**src/rtl/alu_ops_pkg.sv**
```systemverilog
// ALU operation codes shared by the control decoder and the HI/LO multiply unit,
// plus the multiply-unit FSM state type and opcode classification helpers.
package alu_ops_pkg;

  localparam logic [4:0] OpMul   = 5'b10010;
  localparam logic [4:0] OpMultu = 5'b10011;
  localparam logic [4:0] OpMadd  = 5'b10100;
  localparam logic [4:0] OpMsub  = 5'b10101;
  localparam logic [4:0] OpMult  = 5'b10110;
  localparam logic [4:0] OpMflo  = 5'b11000;
  localparam logic [4:0] OpMthi  = 5'b11001;
  localparam logic [4:0] OpMtlo  = 5'b11010;
  localparam logic [4:0] OpMfhi  = 5'b11011;

  typedef enum logic [1:0] {
    StIdle,
    StRun,
    StFinish
  } mul_state_e;

  function automatic logic is_mult_op(input logic [4:0] op);
    return op inside {OpMul, OpMultu, OpMadd, OpMsub, OpMult};
  endfunction

  function automatic logic is_single_op(input logic [4:0] op);
    return op inside {OpMflo, OpMthi, OpMtlo, OpMfhi};
  endfunction

  function automatic logic is_signed_op(input logic [4:0] op);
    return is_mult_op(op) && (op != OpMultu);
  endfunction

endpackage

```
**src/rtl/shift_add_core.sv**
```systemverilog
// Unsigned WIDTH x WIDTH radix-2 shift-add multiplier, one iteration per step.
// The multiplier occupies the low half of the product register and shifts out as sums shift in.
module shift_add_core #(
  parameter int unsigned WIDTH = 32
) (
  input  logic               clk,
  input  logic               rst_n,
  input  logic               load,
  input  logic               step,
  input  logic [WIDTH-1:0]   multiplicand,
  input  logic [WIDTH-1:0]   multiplier,
  output logic [2*WIDTH-1:0] product,
  output logic               count_done
);
  localparam int unsigned CntW = $clog2(WIDTH);

  logic [WIDTH-1:0]   mcand_q;
  logic [2*WIDTH-1:0] prod_q;
  logic [CntW-1:0]    cnt_q;
  logic [WIDTH:0]     sum;

  assign sum = {1'b0, prod_q[2*WIDTH-1:WIDTH]} + (prod_q[0] ? {1'b0, mcand_q} : '0);

  always_ff @(posedge clk or negedge rst_n) begin
    if (!rst_n) begin
      mcand_q <= '0;
      prod_q  <= '0;
      cnt_q   <= '0;
    end else if (load) begin
      mcand_q <= multiplicand;
      prod_q  <= {{WIDTH{1'b0}}, multiplier};
      cnt_q   <= '0;
    end else if (step) begin
      prod_q  <= {sum, prod_q[WIDTH-1:1]};
      cnt_q   <= cnt_q + CntW'(1);
    end
  end

  assign product = prod_q;
  // High while the final iteration is being performed, so the FSM leaves RUN on that edge.
  assign count_done = (cnt_q == CntW'(WIDTH - 1));

endmodule

```
**src/rtl/hilo_multiplier.sv**
```systemverilog
// HI/LO execution unit: MTHI/MTLO/MFHI/MFLO in one cycle, MUL/MULT/MULTU/MADD/MSUB
// through a 32-iteration shift-add core with sign-magnitude correction and accumulation.
module hilo_multiplier
  import alu_ops_pkg::*;
#(
  parameter int unsigned WIDTH = 32
) (
  input  logic             Clk,
  input  logic             Rst_n,
  input  logic             Start,
  input  logic [4:0]       ALUInstruction,
  input  logic [WIDTH-1:0] A,
  input  logic [WIDTH-1:0] B,
  output logic             Busy,
  output logic             Done,
  output logic [WIDTH-1:0] Result,
  output logic [WIDTH-1:0] HI,
  output logic [WIDTH-1:0] LO
);
  mul_state_e         state_q, state_d;
  logic [4:0]         op_q;
  logic               neg_q, neg_d;
  logic [WIDTH-1:0]   hi_q, hi_d, lo_q, lo_d, result_q, result_d;
  logic               done_q, done_d;
  logic               accept, mul_start, core_load, core_step, count_done;
  logic [WIDTH-1:0]   mag_a, mag_b, result_commit;
  logic [2*WIDTH-1:0] product, product_s, hilo_commit;

  // FINISH also accepts a new request, so the next op overlaps the commit edge.
  assign accept = Start && (state_q == StIdle || state_q == StFinish) &&
                  (is_mult_op(ALUInstruction) || is_single_op(ALUInstruction));
  assign mul_start = accept && is_mult_op(ALUInstruction);

  always_comb begin
    mag_a = A;
    mag_b = B;
    neg_d = 1'b0;
    if (is_signed_op(ALUInstruction)) begin
      if (A[WIDTH-1]) mag_a = -A;
      if (B[WIDTH-1]) mag_b = -B;
      neg_d = A[WIDTH-1] ^ B[WIDTH-1];
    end
  end

  shift_add_core #(
    .WIDTH(WIDTH)
  ) u_core (
    .clk         (Clk),
    .rst_n       (Rst_n),
    .load        (core_load),
    .step        (core_step),
    .multiplicand(mag_a),
    .multiplier  (mag_b),
    .product     (product),
    .count_done  (count_done)
  );

  always_ff @(posedge Clk or negedge Rst_n) begin
    if (!Rst_n) state_q <= StIdle;
    else        state_q <= state_d;
  end

  always_comb begin
    state_d = state_q;
    unique case (state_q)
      StIdle:   if (mul_start) state_d = StRun;
      StRun:    if (count_done) state_d = StFinish;
      StFinish: state_d = mul_start ? StRun : StIdle;
      default:  state_d = StIdle;
    endcase
  end

  always_comb begin
    Busy      = (state_q != StIdle);
    core_load = mul_start;
    core_step = (state_q == StRun);
    done_d    = (state_q == StFinish) || (accept && is_single_op(ALUInstruction));
  end

  always_comb begin
    product_s     = neg_q ? -product : product;
    hilo_commit   = {hi_q, lo_q};
    result_commit = result_q;
    if (state_q == StFinish) begin
      case (op_q)
        OpMult, OpMultu: hilo_commit = product_s;
        OpMadd:          hilo_commit = {hi_q, lo_q} + product_s;
        OpMsub:          hilo_commit = {hi_q, lo_q} - product_s;
        OpMul:           result_commit = product_s[WIDTH-1:0];
        default:         ;
      endcase
    end
    hi_d     = hilo_commit[2*WIDTH-1:WIDTH];
    lo_d     = hilo_commit[WIDTH-1:0];
    result_d = result_commit;
    // Moves read the just-committed HI/LO when issued on the commit edge.
    if (accept) begin
      case (ALUInstruction)
        OpMthi:  hi_d = A;
        OpMtlo:  lo_d = A;
        OpMfhi:  result_d = hilo_commit[2*WIDTH-1:WIDTH];
        OpMflo:  result_d = hilo_commit[WIDTH-1:0];
        default: ;
      endcase
    end
  end

  always_ff @(posedge Clk or negedge Rst_n) begin
    if (!Rst_n) begin
      op_q     <= '0;
      neg_q    <= 1'b0;
      hi_q     <= '0;
      lo_q     <= '0;
      result_q <= '0;
      done_q   <= 1'b0;
    end else begin
      if (mul_start) begin
        op_q  <= ALUInstruction;
        neg_q <= neg_d;
      end
      hi_q     <= hi_d;
      lo_q     <= lo_d;
      result_q <= result_d;
      done_q   <= done_d;
    end
  end

  assign Done   = done_q;
  assign Result = result_q;
  assign HI     = hi_q;
  assign LO     = lo_q;

endmodule

```
**config.mk**
```make
export PLATFORM = sky130hd
export DESIGN_NAME = hilo_multiplier
export DESIGN_NICKNAME = d
export VERILOG_FILES = /design/src/rtl/alu_ops_pkg.sv /design/src/rtl/shift_add_core.sv /design/src/rtl/hilo_multiplier.sv
export SDC_FILE = /design/constraint.sdc
export NUM_CORES = 1
export LEC_CHECK = 0
export CAP_MARGIN = 20
export CORE_MARGIN = 3
export CORE_UTILIZATION = 45
export DETAILED_ROUTE_END_ITERATION = 10
export DONT_BUFFER_PORTS = 1
export MAX_ROUTING_LAYER = met4
export PLACE_DENSITY_LB_ADDON = 0.1
export RECOVER_POWER = 100
export SLEW_MARGIN = 15
export SYNTH_ARGS = -nofsm -noshare
export SYNTH_HDL_FRONTEND = slang
export SYNTH_HIERARCHICAL = 1
export SYNTH_SLANG_ARGS = --single-unit
```
**constraint.sdc**
```tcl
create_clock -name Clk -period 7.58 [get_ports Clk]
set_input_delay 2.274 -clock Clk [delete_from_list [all_inputs] [get_ports Clk]]
set_output_delay 2.274 -clock Clk [all_outputs]
set_load 0.01 [all_outputs]
```
==> flow_metrics.tcl <==
set metrics [dict create \
    fp.dieW_microns 217 \
    finClkSkew_ps 31.5 \
    synth.most_common_cell "nand2_1" \
    area_delta_synth_final_pct 7.58 \
    htreeDepth 1 \
    place_inst 2996 \
    async_flop_share_pct 100 \
    grt_pass1_vias 18700 \
    period_minus_slack_ps 7210 \
    synth_seq_area_share_pct 25.8 \
    dieArea_sq_mm 0.0470 \
    hpwl_microns 67000 \
    netlist.area_leader.share_pct 25.8 \
    crit_cells 22 \
    status "finished with violations" \
    violations "max-capacitance violations, max-slew violations" \
    synth_ff_type "dfrtp_1" \
    avgSynthCellArea_sq_um 7.96 \
    rsz0062_at_grt "false" \
    synth_edf_count 0 \
    path_delay_family "compound AO/OA/AOI/OAI gates" \
    synth_nets 2686 \
    crit_required_ps 8110 \
    placementRows 76 \
    vias_per_cell 6.58 \
    core_area_sq_mm 0.0435 \
    path_clk_slew_ps 60 \
    io_pins 170 \
    cts_tree "built" \
    ys_types 94 \
    yosys_warnings 6 \
    setup_violations 0 \
    yosys-top-cells-count "nand2_1, a21oi_1, nor2_1" \
    fp.dieH_microns 217 \
    dr.pass1.iters 6 \
    clock_tree.root_cell "clkbuf_16" \
    timing.fmax_mhz 139 \
    grt_max_degree 207 \
    cp_num_buf_inv 1 \
    drtIter0Drc 2294 \
    wl_per_cell_microns 28.7 \
    slowest_stage "or4_1" \
    grt-ovfl-total 0 \
    cts_sinks 206 \
    start_kind "flip-flop" \
    drv_cap 3 \
    drive_above_1_share_pct 8.13 \
    tightestPinTransition_ps 2770 \
    rrSetupSlack_ps 370 \
    critPathCapture "HI[28]" \
    synthesis.area_sq_mm 0.0200 \
    start_util_pct 46.0 \
    fillers 4356 \
    insertion_delay_ps 610 \
    cpPeakStageDelay_ps 690 \
    grtUsageTotal_pct 37.3 \
    gp_congestion 0.977 \
    antenna_left 0 \
    cts_buffer_depth 3 \
    syn_inst 2511 \
    finalSetupTns_ps 0 \
    ctsHoldBuffers 0 \
    ys_seq_elements 206 \
    hp-class "flip-flop to flip-flop" \
    arrival_ps 7740 \
    nets 2616 \
    setup.worst_path.class "flip-flop to flip-flop" \
    reg2reg_depth 22 \
    synth_top_area_cell "dfrtp_1" \
    finalHoldViolations 0 \
    drv_slew 164 \
    drc 0 \
    stdcell_count 3052 \
    io_buffers 0 \
    synthTopCellsByArea "dfrtp_1, xor2_1, ha_1" \
    fin_crit_sh_pct 95.2 \
    slew_headroom_pct -84.4 \
    cp_max_fo 9 \
    worstPathCellList "or4_1 > o31ai_1 > xor2_1 > o2111ai_2 > nor4_2 > and3_1 > nor2b_1 > buf_4 > a41oi_1 > xor2_1 > ha_1 > a21oi_1 > o21bai_1 > a21o_1 > a21oi_1 > o21ai_0 > a221oi_2 > o221a_2 > o21ai_0 > xor2_2 > nand2_1 > a31oi_1" \
    antenna_found_initial 6 \
    reg2reg_to "HI[28]" \
    drt_wl_total_microns 87700 \
    rr_startpoint "u_core/product[8]" \
    grt_pass1_wl_microns 128000 \
    via_count 20100 \
    finish.utilization_pct 49.5 \
    crit_start "u_core/product[8]" \
    cp-end-kind "flip-flop" \
    numCtsBuffers 27 \
]
==> kinds of logic after synthesis <==
group / synth area share (%)
AOI/OAI and AO/OA: 26.4
xor gates and xnor gates: 12.0
adders and majority gates: 6.52
buffers and inverters: 4.11
DFF: 25.8
muxes: 5.69
and+or+nand+nor: 19.5
==> flip-flops by register name, indices dropped and copies added (netlist names), 2 cells and up <==
signal	count
u_core/mcand_q	32
state_q	2
u_core/product	64
u_core/cnt_q	5
HI	32
op_q	5
LO	32
Result	32
==> worst reg2reg max path: stages, from the launching register on <==
cell and delay [ps]:
dfrtp_1 490, or4_1 690, o31ai_1 410, xor2_1 420, o2111ai_2 340, nor4_2 510, and3_1 340, nor2b_1 190
buf_4 180, a41oi_1 150, xor2_1 200, ha_1 390, a21oi_1 460, o21bai_1 120, a21o_1 220, a21oi_1 350
o21ai_0 230, a221oi_2 460, o221a_2 250, o21ai_0 120, xor2_2 340, nand2_1 90, a31oi_1 200
==> metrics by stage <==
stage / setup WS (ps) / instance area, sq um / hold slack, ps
after detailed placement: 14.9 / 20600 / 448
after global placement: 105 / 20600 / 442
after global routing: 56.9 / 21500 / 476
after floorplan: 1670 / 20000 / 431
after CTS: 85.0 / 21500 / 463
final: 366 / 21500 / 461
==> per-layer routing <==
layer	up-vias	GRT usage (%)	part of all wire (%)
met4	0	13.5	4.4
met1	9779	51.1	43
met3	161	9.33	11
li1	9100	-	-
met2	1041	53.4	42
met5	-	-	0
==> cell type report <==
| type | count | area, sq um | area share, % |
|---|---|---|---|
| Inverter | 62 | 233 | 1.08 |
| Timing Repair Buffer | 53 | 362 | 1.68 |
| Multi-Input combinational cell | 2091 | 14100 | 65.5 |
| Clock inverter | 13 | 168 | 0.780 |
| Sequential cell | 206 | 5160 | 24.0 |
| Tap cell | 585 | 732 | 3.40 |
| Clock buffer | 36 | 749 | 3.49 |
| Antenna cell | 6 | 15.0 | 0.0698 |
==> cells in the final DEF, fill, tap and decap left out, types with 46 or more instances in the layout <==
| master | instances |
|---|---|
| nand2_1 | 230 |
| xnor2_1 | 118 |
| nor2_1 | 215 |
| mux2_2 | 51 |
| a21oi_1 | 220 |
| xor2_1 | 152 |
| inv_1 | 61 |
| dfrtp_1 | 205 |
| o21ai_0 | 188 |
| a21o_1 | 53 |
| ha_1 | 101 |
| nor3_1 | 46 |
| mux2i_1 | 55 |
==> worst min-delay path by stage <==
stage | slack (ps) | end | start | depth (start not counted)
floorplan | 430 | op_q[4] | op_q[4] | 1
global placement | 440 | op_q[4] | op_q[4] | 1
detailed placement | 450 | op_q[4] | op_q[4] | 1
CTS | 460 | op_q[4] | op_q[4] | 1
global route | 480 | op_q[4] | op_q[4] | 1
finish | 460 | op_q[4] | op_q[4] | 1
==> repair_timing <==
| action | CTS | global route |
|---|---|---|
| gates cloned | 0 | 0 |
| endpoints found under the setup margin | 1 | 15 |
| buffers inserted | 0 | 1 |
| gates resized for setup | 1 | 5 |
Power is not shown: default switching activity piles up to over one toggle a cycle in this logic, so the estimate is an artifact.
